==> src/rtl/bcd_score_arbiter.sv <==
// bcd_score_arbiter: round-robin two-player arbiter driving a 4-digit BCD score.
// Define BCD_SCORE_SATURATE_EN to saturate at 9999 with a sticky ovf flag.
module bcd_score_arbiter (
   input  logic        clk,
   input  logic        reset_n,
   input  logic        req_a,
   input  logic        req_b,
   input  logic        clr,
   output logic        gnt_a,
   output logic        gnt_b,
   output logic [15:0] score,
   output logic        busy,
   output logic        upd,
   output logic        ovf
);

   localparam logic [0:0] S_IDLE = 1'b0;
   localparam logic [0:0] S_ADD  = 1'b1;

`ifdef BCD_SCORE_SATURATE_EN
   localparam logic SAT_EN = 1'b1;
`else
   localparam logic SAT_EN = 1'b0;
`endif

   logic [0:0]  state_q, state_d;
   logic [1:0]  idx_q, idx_d;
   logic        rr_q, rr_d;
   logic [15:0] score_q, score_d;
   logic        gnt_a_q, gnt_a_d;
   logic        gnt_b_q, gnt_b_d;
   logic        upd_q, upd_d;
   logic        ovf_q, ovf_d;

   logic [3:0]  digit;
   logic        grant_a;
   logic        grant_b;
   logic        sat_hit;

   // rr selects the winner only when both sides ask at once
   always_comb begin
      grant_a = req_a & (~req_b | ~rr_q);
      grant_b = req_b & (~req_a | rr_q);
      digit   = score_q[{idx_q, 2'b00} +: 4];
      sat_hit = SAT_EN & (score_q == 16'h9999);
   end

   always_comb begin
      state_d = state_q;
      idx_d   = idx_q;
      rr_d    = rr_q;
      score_d = score_q;
      gnt_a_d = 1'b0;
      gnt_b_d = 1'b0;
      upd_d   = 1'b0;
      ovf_d   = SAT_EN ? ovf_q : 1'b0;
      if (clr) begin
         state_d = S_IDLE;
         idx_d   = 2'd0;
         score_d = 16'h0000;
         ovf_d   = 1'b0;
      end else begin
         unique case (state_q)
            S_IDLE: begin
               unique case (1'b1)
                  grant_a: begin
                     gnt_a_d = 1'b1;
                     rr_d    = 1'b1;
                     state_d = S_ADD;
                     idx_d   = 2'd0;
                  end
                  grant_b: begin
                     gnt_b_d = 1'b1;
                     rr_d    = 1'b0;
                     state_d = S_ADD;
                     idx_d   = 2'd0;
                  end
                  default: ;
               endcase
            end
            S_ADD: begin
               if (sat_hit) begin
                  upd_d   = 1'b1;
                  ovf_d   = 1'b1;
                  state_d = S_IDLE;
                  idx_d   = 2'd0;
               end else if (digit != 4'd9) begin
                  score_d[{idx_q, 2'b00} +: 4] = digit + 4'd1;
                  upd_d   = 1'b1;
                  state_d = S_IDLE;
                  idx_d   = 2'd0;
               end else begin
                  // digit rolls to zero and the carry moves up one place
                  score_d[{idx_q, 2'b00} +: 4] = 4'd0;
                  if (idx_q == 2'd3) begin
                     upd_d   = 1'b1;
                     ovf_d   = 1'b1;
                     state_d = S_IDLE;
                     idx_d   = 2'd0;
                  end else begin
                     idx_d = idx_q + 2'd1;
                  end
               end
            end
            default: ;
         endcase
      end
   end

   always_ff @(posedge clk or negedge reset_n) begin
      if (!reset_n) begin
         state_q <= S_IDLE;
         idx_q   <= 2'd0;
         rr_q    <= 1'b0;
         score_q <= 16'h0000;
         gnt_a_q <= 1'b0;
         gnt_b_q <= 1'b0;
         upd_q   <= 1'b0;
         ovf_q   <= 1'b0;
      end else begin
         state_q <= state_d;
         idx_q   <= idx_d;
         rr_q    <= rr_d;
         score_q <= score_d;
         gnt_a_q <= gnt_a_d;
         gnt_b_q <= gnt_b_d;
         upd_q   <= upd_d;
         ovf_q   <= ovf_d;
      end
   end

   assign gnt_a = gnt_a_q;
   assign gnt_b = gnt_b_q;
   assign score = score_q;
   assign busy  = (state_q == S_ADD);
   assign upd   = upd_q;
   assign ovf   = ovf_q;

endmodule

==> config.mk <==
export PLATFORM = sky130hd
export DESIGN_NAME = bcd_score_arbiter
export DESIGN_NICKNAME = d
export VERILOG_FILES = /design/src/rtl/bcd_score_arbiter.sv
export SDC_FILE = /design/constraint.sdc
export NUM_CORES = 1
export LEC_CHECK = 0
export ABC_CLOCK_PERIOD_IN_PS = 4800
export CAP_MARGIN = 5
export CORE_AREA = 2 2 69 71
export DETAILED_ROUTE_END_ITERATION = 8
export DIE_AREA = 0 0 71 73
export PLACE_DENSITY = 0.49
export SYNTH_ARGS = -nofsm -noshare
export SYNTH_HDL_FRONTEND = slang
export SYNTH_SLANG_ARGS = --single-unit
==> constraint.sdc <==
create_clock -name clk -period 4.8 [get_ports clk]
set_clock_uncertainty 0.15 [all_clocks]
set_input_delay 0.72 -clock clk [delete_from_list [all_inputs] [get_ports clk]]
set_output_delay 0.72 -clock clk [all_outputs]
set_load 0.01 [all_outputs]
==> results of run 1 <==
==> area by class of cell <==
| cell class | instances | area (µm²) | area share |
|---|---|---|---|
| clock buffer | 3 | 41.3 | 0.0264 |
| clock inverter | 1 | 30.0 | 0.0192 |
| inverter | 7 | 26.3 | 0.0168 |
| multi-input combinational | 71 | 549 | 0.351 |
| sequential | 24 | 601 | 0.384 |
| tap | 54 | 67.6 | 0.0432 |
| timing repair buffer | 25 | 250 | 0.160 |
==> power by group <==
| part | internal (mW) | total, mW | switching [mW] |
|---|---|---|---|
| logic | 0.0178 | 0.0420 | 0.0243 |
| clock network | 0.111 | 0.174 | 0.0625 |
| registers | 0.208 | 0.214 | 0.00597 |
==> worst max-delay path by stage <==
stage,start,to,slack [ps],cells after the start
final,idx_q[0],score[9],2190,7
after global routing,idx_q[0],score[9],2020,7
after CTS,idx_q[0],score[9],2160,7
after detailed placement,idx_q[0],score[9],2170,7
after global placement,idx_q[0],score[8],2190,7
after floorplan,idx_q[0],score[8],2610,8
==> per-layer routing <==
metal / track usage / wire [µm] / up-vias
li1: - / - / 440
met1: 0.173 / 1350 / 446
met2: 0.194 / 1380 / 28
met3: 0.0290 / 139 / 2
met4: 0.0314 / 14 / 0
met5: 0 / 0 / -
==> flip-flops by register name, indices dropped and copies added, names as in the netlist <==
| name | count |
|---|---|
| gnt_b | 1 |
| ovf | 1 |
| busy | 1 |
| gnt_a | 1 |
| upd | 1 |
| score | 16 |
| idx_q | 2 |
| rr_q | 1 |
==> through the flow <==
stage	setup slack (ps)	power, mW	hold slack [ps]	cell area, µm²
after CTS	2160	0.438	354	1570
after global routing	2020	0.452	401	1570
final	2190	0.430	351	1570
after global placement	2190	0.260	336	1490
after floorplan	2610	0.238	274	1190
after detailed placement	2170	0.261	327	1490
==> logic make-up after synthesis <==
kind of cell	Yosys count
simple gates	31
compound gates	28
flops	24
buf+inv	10
mux	6
fa+ha+maj	6
==> layout by cell type, fill, tap and decap left out <==
| master | Yosys | routed |
|---|---|---|
| o41ai_1 | 2 | 2 |
| clkdlybuf4s50_1 | 0 | 25 |
| nand4_1 | 1 | 1 |
| ha_1 | 6 | 6 |
| nand2_1 | 12 | 12 |
| mux2i_1 | 2 | 2 |
| dfrtp_1 | 24 | 24 |
| a22o_1 | 12 | 12 |
| nor3b_4 | 1 | 1 |
| a21boi_0 | 1 | 1 |
| nor2b_1 | 2 | 2 |
| a21oi_1 | 8 | 8 |
| nand3_1 | 2 | 2 |
| and3_1 | 2 | 2 |
| bufinv_16 | 0 | 1 |
| nor2_1 | 5 | 5 |
| inv_1 | 7 | 7 |
| mux4_1 | 1 | 1 |
| mux4_2 | 3 | 3 |
| nor3_1 | 3 | 3 |
| nor3b_1 | 1 | 1 |
| o21ai_0 | 3 | 3 |
| a32oi_1 | 1 | 1 |
| nor2_2 | 2 | 2 |
| clkbuf_8 | 0 | 3 |
| o31ai_1 | 1 | 1 |
==> results.json, run 1 <==
{
  "yosys_register_bits": 24,
  "synth-async-reset-ratio": 1.00,
  "postSynthAreaPerCell_um2": 11.4,
  "cts-htree-levels": 1,
  "whs_path_depth": 1,
  "ioPinCount": 26,
  "synth.area.mux_share": 0.0953,
  "setup_repair_after_global_routing_missed_its_margin": "false",
  "critical_path_launch_point_type": "flip-flop",
  "post_cts.resized_instances": 0,
  "power_density_mw_per_mm2": 275,
  "max-clock-path-buffers": 2,
  "maximum_number_of_pins_on_one_net_before_global_route_repair": 25,
  "worst_r2r_endpoint": "score[9]",
  "critical_path.max_stage_delay_ps": 680,
  "synthesis.nets": 116,
  "fin_setup_tns_ps": 0,
  "postSynthCellCount": 105,
  "grt_first_pass_wirelength_mm": 4.95,
  "synth_top_area_share": 0.503,
  "path_common_cell": "inv_1",
  "cts_hold_buf": 0,
  "synth_compound_gate_area_share": 0.169,
  "ys_warn_count": 0,
  "worst_slew_pin_slew_ps": 1120,
  "tritoncts": "yes",
  "cp_data_required_time_ps": 4810,
  "postLayoutCoreUtil": 0.345,
  "totalWireLength_mm": 2.89,
  "dominant_cells_by_area_after_synthesis": "dfrtp_1 50%, a22o_1 8.8%, ha_1 6.3%, mux4_2 5.7%, nand2_1 3.8%",
  "layout-drive-gt1-share": 0.0763,
  "cp_slowest_cell": "dfrtp_1",
  "synth_simple_gate_area_frac": 0.133,
  "synth_top_family_by_area": "compound AO/OA/AOI/OAI gates",
  "final.period_utilization": 0.543,
  "post_synth_instance_area_mm2": 0.00119,
  "synth_top_cell_by_area": "dfrtp_1",
  "tritoncts.num_buffers": 3,
  "critical_path_peak_fanout": 13,
  "critPathArrivalTime_ps": 2620,
  "drt-initial-drc-count": 85,
  "first_global_vias": 960,
  "n_diodes": 0,
  "synth_seq_area_share": 0.503,
  "top_cells_by_count_synth": "24 x dfrtp_1, 12 x a22o_1, 12 x nand2_1, 8 x a21oi_1, 7 x inv_1",
  "yosysUniqueCellTypes": 25,
  "leakage_nw": 0.653,
  "ant_nets": 0,
  "min_delay_path_class": "flip-flop to flip-flop",
  "period_minus_slack_ps": 2610,
  "die_area_mm2": 0.00518,
  "post-synth-top-count-cell": "dfrtp_1",
  "hold-path-endpoint": "gnt_a",
  "synth-main-ff-cell": "dfrtp_1",
  "setup_viol": 0,
  "clock.fmax_mhz": 384,
  "worstSetupPathType": "flip-flop to flip-flop",
  "yosys.area_share.xor_xnor": 0,
  "placement_rows": 25,
  "clock_insertion_delay_worst_skew_ps": 270,
  "worst_setup_path_end_kind": "flip-flop",
  "worst_slew_margin_rel": 0.252,
  "clock-sinks": 24,
  "root_buffer": "clkbuf_8",
  "detail_route.drc_violations": 0,
  "synthAdderAreaFrac": 0.0628,
  "fillCellCount": 436,
  "vias_per_cell": 4.95,
  "worstPathBufferInverterCount": 2,
  "grt_usage": 0.124,
  "coreArea_mm2": 0.00454,
  "cts_setup_buffers": 0,
  "globalplace.congestion": 0.841,
  "reg2reg_from": "idx_q[0]",
  "number_of_antenna_violations_at_the_first_check_in_global_routing": 0,
  "crit_family": "flip-flops",
  "vias": 916,
  "drtPass1Iterations": 4,
  "cells_on_worst_reg2reg_path": 7,
  "worstHoldStart": "rr_q",
  "chipWidth_um": 71,
  "drv_slew": 0,
  "dpl.cell_count": 181,
  "largest_voltage_drop_on_the_vdd_net_mv": 0.115,
  "layout-area-overhead-vs-synth_pct": 31.0,
  "synth_enable_flop_cells": 0,
  "finish.net_count": 143,
  "clk_pin_slew_ps": 90,
  "finalHoldViolations": 0,
  "outcome": "completed",
  "initial_utilization": 0.263,
  "stdcell_count": 185,
  "grt_overflow_total": 0,
  "r2r_slack_ps": 2190,
  "avgRoutedWirePerCell_um": 15.6,
  "cp_cell_sequence": "mux4_2, inv_1, ha_1, inv_1, nor3b_4, nor2_2, a22o_1",
  "port-buffer-count": 25,
  "max-cap-violations": 0,
  "dp_hpwl_mm": 2.18,
  "dieHeight_um": 73
}
Note: power is estimated with default switching activity, not from simulation.
==> run 2: changes to the inputs <==
--- a/config.mk
+++ b/config.mk
@@ -5,12 +5,12 @@
 export SDC_FILE = /design/constraint.sdc
 export NUM_CORES = 1
 export LEC_CHECK = 0
-export ABC_CLOCK_PERIOD_IN_PS = 4800
+export ABC_CLOCK_PERIOD_IN_PS = 2310
 export CAP_MARGIN = 5
 export CORE_AREA = 2 2 69 71
 export DETAILED_ROUTE_END_ITERATION = 8
 export DIE_AREA = 0 0 71 73
-export PLACE_DENSITY = 0.49
+export PLACE_DENSITY = 0.51
 export SYNTH_ARGS = -nofsm -noshare
 export SYNTH_HDL_FRONTEND = slang
 export SYNTH_SLANG_ARGS = --single-unit
==> constraint.sdc (replaced) <==
create_clock -name clk -period 2.31 [get_ports clk]
set_clock_uncertainty 0.15 [all_clocks]
set_input_delay 0.3465 -clock clk [delete_from_list [all_inputs] [get_ports clk]]
set_output_delay 0.3465 -clock clk [all_outputs]
set_load 0.01 [all_outputs]
==> run 2 against run 1 <==
Final cell count grew 2.7%. Hold slack worse by 70 ps. Register-to-register slack lost 2100 ps. Utilization up 1.1 points. Clock power increased by 110%. Global-route usage is 0.24 points higher. Setup slack got worse by 2100 ps. Highest routed layer unchanged. Critical path depth stayed put. Wire length grew 6.7%. Largest cell class unchanged. Largest power group unchanged.
==> results.json, run 2 (synthesis gave the netlist of run 1 again) <==
{
  "drv_slew": 0,
  "multi_input_area_um2": 562,
  "layout-drive-gt1-share": 0.140,
  "leakage_nw": 0.679,
  "final.hold.worst_slack_ps": 280,
  "clock-sinks": 24,
  "fin_setup_tns_ps": 0,
  "drt-initial-drc-count": 78,
  "ant_nets": 0,
  "worst_slew_margin_rel": 0.614,
  "outcome": "completed",
  "final.period_utilization": 0.960,
  "layout-area-overhead-vs-synth_pct": 35.3,
  "post-layout-total-power_uw": 910,
  "totalWireLength_mm": 3.08,
  "most_common_cell_after_layout_fill_and_taps_aside": "clkdlybuf4s50_1",
  "die_area_mm2": 0.00518,
  "clock_insertion_delay_worst_skew_ps": 270,
  "maximum_number_of_pins_on_one_net_before_global_route_repair": 25,
  "placement_rows": 25,
  "max-cap-violations": 0,
  "port-buffer-count": 25,
  "r2r_slack_ps": 90,
  "period_minus_slack_ps": 2220,
  "worstSetupPathType": "flip-flop to flip-flop",
  "finalHoldViolations": 0,
  "vias": 991,
  "tritoncts": "yes",
  "root_buffer": "clkbuf_8",
  "clk_pin_slew_ps": 90,
  "initial_utilization": 0.263,
  "grt_usage": 0.126,
  "min_delay_path_class": "primary input to async pin",
  "worst_slew_pin_slew_ps": 579,
  "tritoncts.num_buffers": 3,
  "setup_viol": 0,
  "finish.net_count": 148,
  "max-clock-path-buffers": 2,
  "worst_setup_path_end_kind": "flip-flop",
  "coreArea_mm2": 0.00454,
  "critPathArrivalTime_ps": 2230,
  "critical_path_launch_point_type": "flip-flop",
  "dp_hpwl_mm": 2.28,
  "vias_per_cell": 5.22,
  "layout_common_cells": "25 x clkdlybuf4s50_1, 23 x dfrtp_1, 12 x nand2_1, 12 x a22o_1, 8 x a21oi_1",
  "dieHeight_um": 73,
  "avgRoutedWirePerCell_um": 16.2,
  "drtPass1Iterations": 4,
  "cp_data_required_time_ps": 2320,
  "grt_overflow_total": 0,
  "grt_first_pass_wirelength_mm": 4.97,
  "largest_voltage_drop_on_the_vdd_net_mv": 0.205,
  "globalplace.congestion": 0.943,
  "n_diodes": 0,
  "chipWidth_um": 71,
  "critical_path_peak_fanout": 7,
  "fillCellCount": 440,
  "number_of_flip_flops_under_the_largest_register_name": 16,
  "cts-htree-levels": 1,
  "seqCellArea_um2": 602,
  "number_of_antenna_violations_at_the_first_check_in_global_routing": 0,
  "power_density_mw_per_mm2": 563,
  "detailed_place.area_mm2": 0.00152,
  "detail_route.drc_violations": 0,
  "clock.fmax_mhz": 451,
  "ioPinCount": 26,
  "layout.cell_area.non_filler_mm2": 0.00162,
  "first_global_vias": 984
}
[run 2: timing repair]
item	in CTS	in global routing
setup buffers	0	1
endpoints found under the setup margin	0	18
hold endpoints to repair	0	0
resized for setup	0	5
hold buffers	0	0
[run 2: final cells by class]
type	count	area share
well taps	54	0.0418
clock inverters	1	0.0186
multi-input cells	71	0.348
inverters	7	0.0163
flip-flops and latches	24	0.372
repair buffers	30	0.178
clock buffers	3	0.0255
[run 2: power by group]
group	leakage [nW]	internal, mW	switching, mW
Clock	0.0357	0.232	0.140
Combinational	0.315	0.0419	0.0514
Sequential	0.328	0.432	0.0135
Total	0.679	0.706	0.204
[run 2: worst max-delay path, cell delays in order, from the launching register on]
cell	delay (ps)
dfrtp_2	440
mux4_2	560
inv_2	110
ha_4	140
inv_2	40
nor3b_4	320
nor2_2	110
a22o_1	220
[run 2: per-stage QoR]
step / worst slack [ps] / util / std cells
global route: -4.71 / 0.356 / 190
global placement: 131 / 0.336 / 185
detailed placement: 20.9 / 0.336 / 185
floorplan: 115 / - / 105
finish: 92.3 / 0.356 / 190
CTS: 3.70 / 0.352 / 189
[run 2: final timing paths]
check,start,end,cells past startpoint
max,idx_q[0],score[8],7
min,reset_n,score[13],2
max reg2reg,idx_q[0],score[8],7
min reg2reg,score[6],score[6],2
max in group asynchronous,reset_n,idx_q[0],2
min in group clk,score[6],score[6],2
[run 2: layer usage]
| metal | up-vias | GRT usage | routed length, µm |
|---|---|---|---|
| met1 | 495 | 0.168 | 1380 |
| met4 | 0 | 0.0755 | 97 |
| met5 | - | 0 | 0 |
| met2 | 40 | 0.191 | 1470 |
| li1 | 447 | - | - |
| met3 | 9 | 0.0235 | 125 |
